<file path="src/rtl/periph_bus_pkg.sv">
// Shared definitions for the memory-mapped peripheral bus.
//   - Address window of the peripheral bus and its parked (undecoded) address.
//   - Peripheral register addresses.
//   - Bridge FSM state encoding.
package periph_bus_pkg;

    localparam logic [31:0] PERIPH_BASE  = 32'h4000_0000;
    localparam logic [31:0] PERIPH_MASK  = 32'hF000_0000;
    localparam logic [31:0] IDLE_ADDR    = 32'h0000_0000;

    localparam logic [31:0] GPIO_BASE    = 32'h4001_4000;
    localparam logic [31:0] PIN_OUT_ADDR = 32'h4001_4800;

    localparam logic [1:0] ST_IDLE   = 2'd0;
    localparam logic [1:0] ST_SETUP  = 2'd1;
    localparam logic [1:0] ST_ACCESS = 2'd2;
    localparam logic [1:0] ST_RESP   = 2'd3;

    typedef enum logic [1:0] {
        S_IDLE   = ST_IDLE,
        S_SETUP  = ST_SETUP,
        S_ACCESS = ST_ACCESS,
        S_RESP   = ST_RESP
    } bridge_state_t;

    // Word-aligned and inside the peripheral window.
    function automatic logic addr_ok(input logic [31:0] addr,
                                     input logic [31:0] base,
                                     input logic [31:0] mask);
        return ((addr & mask) == base) && (addr[1:0] == 2'b00);
    endfunction

endpackage

</file>
<file path="src/rtl/apb_lite_bridge.sv">
// Core load/store request -> peripheral strobe bus bridge.
// One transaction at a time: IDLE -> SETUP -> ACCESS (xACCESS_CYCLES) -> RESP.
// Out-of-range or misaligned requests go straight to RESP with rsp_err=1.
// Ports:
//   CLK, HRESET            clock, async active-low reset
//   req_valid/ready/write/addr/wdata   core request handshake
//   rsp_valid/ready/rdata/err          core response handshake
//   HWRITE, PADDR, PWDATA, PRDATA      peripheral strobe bus
// All outputs are registered.
module apb_lite_bridge
    import periph_bus_pkg::*;
#(
    parameter logic [31:0] BASE_ADDR     = PERIPH_BASE,
    parameter logic [31:0] ADDR_MASK     = PERIPH_MASK,
    parameter logic [31:0] PARK_ADDR     = IDLE_ADDR,
    parameter int          ACCESS_CYCLES = 1
) (
    input  logic        CLK,
    input  logic        HRESET,
    input  logic        req_valid,
    output logic        req_ready,
    input  logic        req_write,
    input  logic [31:0] req_addr,
    input  logic [31:0] req_wdata,
    output logic        rsp_valid,
    input  logic        rsp_ready,
    output logic [31:0] rsp_rdata,
    output logic        rsp_err,
    output logic        HWRITE,
    output logic [31:0] PADDR,
    output logic [31:0] PWDATA,
    input  logic [31:0] PRDATA
);

    localparam logic [3:0] CNT_LOAD   = 4'(ACCESS_CYCLES - 1);
    localparam logic       SINGLE_ACC = (ACCESS_CYCLES == 1);

    bridge_state_t state, state_nxt;
    logic [3:0]    cnt, cnt_nxt;
    logic          wr, wr_nxt;
    logic          req_ready_nxt, rsp_valid_nxt, rsp_err_nxt, hwrite_nxt;
    logic [31:0]   rsp_rdata_nxt, paddr_nxt, pwdata_nxt;

    always_ff @(posedge CLK or negedge HRESET) begin
        if (!HRESET) begin
            state     <= S_IDLE;
            cnt       <= '0;
            wr        <= 1'b0;
            req_ready <= 1'b0;
            rsp_valid <= 1'b0;
            rsp_err   <= 1'b0;
            rsp_rdata <= '0;
            HWRITE    <= 1'b0;
            PADDR     <= PARK_ADDR;
            PWDATA    <= '0;
        end else begin
            state     <= state_nxt;
            cnt       <= cnt_nxt;
            wr        <= wr_nxt;
            req_ready <= req_ready_nxt;
            rsp_valid <= rsp_valid_nxt;
            rsp_err   <= rsp_err_nxt;
            rsp_rdata <= rsp_rdata_nxt;
            HWRITE    <= hwrite_nxt;
            PADDR     <= paddr_nxt;
            PWDATA    <= pwdata_nxt;
        end
    end

    // Outputs are registered, so each branch computes the value the outputs
    // take in the *next* state.
    always_comb begin
        state_nxt     = state;
        cnt_nxt       = cnt;
        wr_nxt        = wr;
        req_ready_nxt = req_ready;
        rsp_valid_nxt = rsp_valid;
        rsp_err_nxt   = rsp_err;
        rsp_rdata_nxt = rsp_rdata;
        hwrite_nxt    = 1'b0;
        paddr_nxt     = PADDR;
        pwdata_nxt    = PWDATA;

        case (state)
            S_IDLE: begin
                paddr_nxt = PARK_ADDR;
                if (req_ready && req_valid) begin
                    req_ready_nxt = 1'b0;
                    wr_nxt        = req_write;
                    if (addr_ok(req_addr, BASE_ADDR, ADDR_MASK)) begin
                        state_nxt  = S_SETUP;
                        paddr_nxt  = req_addr;
                        pwdata_nxt = req_wdata;
                    end else begin
                        // Rejected without touching the bus.
                        state_nxt     = S_RESP;
                        rsp_valid_nxt = 1'b1;
                        rsp_err_nxt   = 1'b1;
                        rsp_rdata_nxt = '0;
                    end
                end else begin
                    // First IDLE cycle after reset has req_ready low.
                    req_ready_nxt = 1'b1;
                end
            end

            S_SETUP: begin
                state_nxt  = S_ACCESS;
                cnt_nxt    = CNT_LOAD;
                hwrite_nxt = wr && SINGLE_ACC;
            end

            S_ACCESS: begin
                if (cnt == 4'd0) begin
                    state_nxt     = S_RESP;
                    rsp_valid_nxt = 1'b1;
                    rsp_err_nxt   = 1'b0;
                    rsp_rdata_nxt = wr ? 32'h0 : PRDATA;
                    paddr_nxt     = PARK_ADDR;
                end else begin
                    cnt_nxt    = cnt - 4'd1;
                    // Strobe only in the cycle where the counter will be 0.
                    hwrite_nxt = wr && (cnt == 4'd1);
                end
            end

            S_RESP: begin
                paddr_nxt = PARK_ADDR;
                if (rsp_ready) begin
                    state_nxt     = S_IDLE;
                    rsp_valid_nxt = 1'b0;
                    rsp_err_nxt   = 1'b0;
                    rsp_rdata_nxt = '0;
                    req_ready_nxt = 1'b1;
                end
            end

            default: state_nxt = S_IDLE;
        endcase
    end

endmodule

</file>
<file path="config.mk">
export PLATFORM = sky130hd
export DESIGN_NAME = apb_lite_bridge
export DESIGN_NICKNAME = d
export VERILOG_FILES = /design/src/rtl/periph_bus_pkg.sv /design/src/rtl/apb_lite_bridge.sv
export SDC_FILE = /design/constraint.sdc
export NUM_CORES = 1
export LEC_CHECK = 0
export ABC_CLOCK_PERIOD_IN_PS = 2400
export CAP_MARGIN = 0
export CORE_UTILIZATION = 42
export DETAILED_ROUTE_END_ITERATION = 10
export PLACE_DENSITY = 0.8
export SKIP_CTS_REPAIR_TIMING = 1
export SLEW_MARGIN = 20
export SYNTH_ARGS = -nofsm -noshare
export SYNTH_HDL_FRONTEND = slang
export SYNTH_SLANG_ARGS = --single-unit
</file>
<file path="constraint.sdc">
create_clock -name CLK -period 2.4 [get_ports CLK]
set_input_delay 0.6 -clock CLK [delete_from_list [all_inputs] [get_ports CLK]]
set_output_delay 0.6 -clock CLK [all_outputs]
set_load 0.005 [all_outputs]
</file>
==> out/results.txt <==
Die height = 106 um
Worst skew pair latency = 0.36 ns
VDD IR-drop max = 437 uV
Crit-path slowest cell = or4b_4
Leak pwr = 3.24 nW
CTS tree = built
Vias post-DR = 3327
CTS Buf Count = 9
PD cells = 836 nW/um2
Status = finished, final reports clean
CP Launch Type = input port
Least-Margin Pin Slew = 0.395 ns
Via density = 4.83
Clock Sinks = 107
Worst EP arrival = 2.50 ns
Placer Congestion = 0.773
Hpwl dp = 8210 um
Power Total = 5.80 mW
Synth top area share = 58.8%
Setup CP Type = in -> reg
Fin Setup TNS = 0 ns
GRT Overall Usage = 19.8%
Critical path's largest stage delay = 0.54 ns
Max Fclk = 452 MHz
Number of global-route vias before repair = 3541
Cell taking the most area after synthesis = dfrtp_1
HP Class = in -> async
Area post-placement = 6760 um2
YS warnings = 0
Setup Viol. Count Final = 0
Initial Util = 43.7%
Post-synthesis cell type count = 34
Drt first pass iters = 4
Fin. Hold Viols = 0
# rows = 37
RSZ-0062 raised after global routing = false
Final net count = 658
Clk root buf = clkbuf_8
Part of the Yosys area used for sequential elements = 58.8%
DRT Wirelength = 10900 um
Filler cell count = 776
Antenna violations before repair = 0
Mapped Cells = 342
CP endpoint kind = flip-flop
Cell area after synthesis = 4550 um2
Slew margin rel. = 73.7%
#FFs+latches synth = 107
CP Cell Sequence = clkdlybuf4s50_1 > or4b_4 > nor3_4 > buf_4 > a211o_2 > buf_12 > mux2i_1
Reg clk slew, reported paths = 0.10 ns
Final Critical Period = 2.21 ns
Top post-synthesis cells by area = dfrtp_1 59%, mux2_4 9.9%, mux2i_1 7.3%, a22o_1 5.4%, inv_1 3.2%
Inserted Diodes = 0
First-pass GRT wire length = 17500 um
IO buf count = 200
Maxcap violations = 0
Core area = 10400 um2
Width of the chip = 106 um
Clock Skews = 0.0164 ns
Syn_nets = 452
Fraction of layout cells with a size suffix above 1 = 12.7%
Post-route cell area = 6940 um2
CTS max path bufs = 2
Remaining DRCs = 0
Top Ports = 201
Tcrit/Tclk final = 92.2%
DIE AREA = 11300 um2
Worst EP required = 2.68 ns
WL per Instance = 15.8 um
Mean post-synth cell area = 13.3 um2
Htree depth = 3
Post-DRT Antenna Nets = 0
Initial DRC Count = 157
Layout area overhead = 52.5%
Hold slack = 0.149 ns
Grt total ovfl = 0
Largest net degree at the start of global routing = 43
CP max FO = 15
Slew Limit Fails = 0
==> cells by family after synthesis <==
kind of cell             count (synthesis)  synth area share, %
AO/OA/AOI/OAI                           43                 7.67
adder cells (fa/ha/maj)                  9                 2.47
buffers and inverters                   55                 5.85
flip-flops                             107                 58.8
multiplexers                            68                 18.4
AND/OR/NAND/NOR                         60                 6.84
==> state kept, by name, summed over array words and instances, names as in the netlist <==
| register | cells |
|---|---|
| HWRITE | 1 |
| PADDR | 32 |
| PWDATA | 32 |
| cnt | 4 |
| req_ready | 1 |
| rsp_err | 1 |
| rsp_rdata | 32 |
| rsp_valid | 1 |
| state | 2 |
| wr | 1 |
==> synthesized netlist by cell type <==
master / instances
o22ai_1: 1
o22a_1: 1
a21o_1: 2
or4b_4: 1
ha_1: 9
a21oi_1: 3
mux2i_1: 33
a22o_1: 28
inv_1: 39
mux2_4: 30
and4bb_1: 1
and2_1: 5
a211o_1: 1
o21ai_0: 2
nor3_1: 1
mux2_2: 5
nand2b_1: 3
a31oi_1: 1
nor3b_2: 1
nor2_1: 9
nand4_4: 1
nor3_4: 1
o32ai_1: 1
o31ai_1: 1
or4_1: 1
dfrtp_1: 107
clkbuf_1: 6
nand3_1: 1
nand2_1: 34
buf_4: 4
o32a_1: 1
nor2b_1: 1
o21bai_1: 1
buf_6: 6
==> cell usage in the layout (no fill, tap or decap), types with 2 or more instances in the layout <==
cell type	netlist	layout
clkinv_4	0	3
a21oi_1	3	3
clkbuf_8	0	10
o21ai_0	2	2
clkdlybuf4s50_1	0	199
and2_1	5	5
ha_1	9	9
mux2i_1	33	33
inv_1	39	39
mux2_2	5	5
nand2_1	34	34
buf_4	4	7
a22o_1	28	28
nand2b_1	3	3
dfrtp_1	107	107
nor2_1	9	8
a21o_1	2	2
buf_12	0	5
mux2_4	30	30
==> critical path: cells and delay by family <==
family | cells | cell delay, ns
mux | 1 | 0.21
compound gates | 1 | 0.19
buf+inv | 3 | 0.73
simple gates | 2 | 0.75
==> where the power goes <==
part / switching [mW] / total [mW] / internal [mW]
Combinational: 0.997 / 2.36 / 1.37
Clock: 0.624 / 1.04 / 0.417
Sequential: 0.228 / 2.40 / 2.17
==> per-stage QoR <==
stage               util, %  std cells  setup slack (ns)
CTS                    66.7        689             0.178
global placement       64.9        673            -0.186
global route           66.7        689            0.0841
detailed placement     64.9        673            -0.216
finish                 66.7        689             0.187
floorplan                 -        342             0.311
==> layout make-up <==
type / instances / area (um2) / area share (%)
sequential: 107 / 2680 / 38.6
timing repair buffer: 211 / 2140 / 30.9
multi-input combinational: 180 / 1620 / 23.3
tap: 136 / 170 / 2.45
inverter: 39 / 146 / 2.11
clock buffer: 10 / 138 / 1.98
clock inverter: 6 / 50.0 / 0.721
==> path summary, 6_finish.rpt <==
path / start / slack [ns] / endpoint / depth (start not counted)
setup / recovery: req_addr[31] / 0.19 / rsp_rdata[19] / 7
hold / removal: HRESET / 0.15 / rsp_rdata[27] / 1
setup reg to reg: cnt[0] / 0.46 / rsp_rdata[19] / 7
hold reg to reg: PADDR[1] / 0.49 / PADDR[1] / 1
max in group asynchronous: HRESET / 1.63 / PWDATA[15] / 2
min in group CLK: PADDR[1] / 0.49 / PADDR[1] / 1
==> metal layers <==
layer  routed length, um  vias up  track usage, %
met4                 188        0            6.55
met2                5570      127            34.6
met1                4570     1617            24.5
met3                 583       16            3.92
li1                    -     1567               -
met5                   0        -               0
Power figures use the tool's default switching activity.
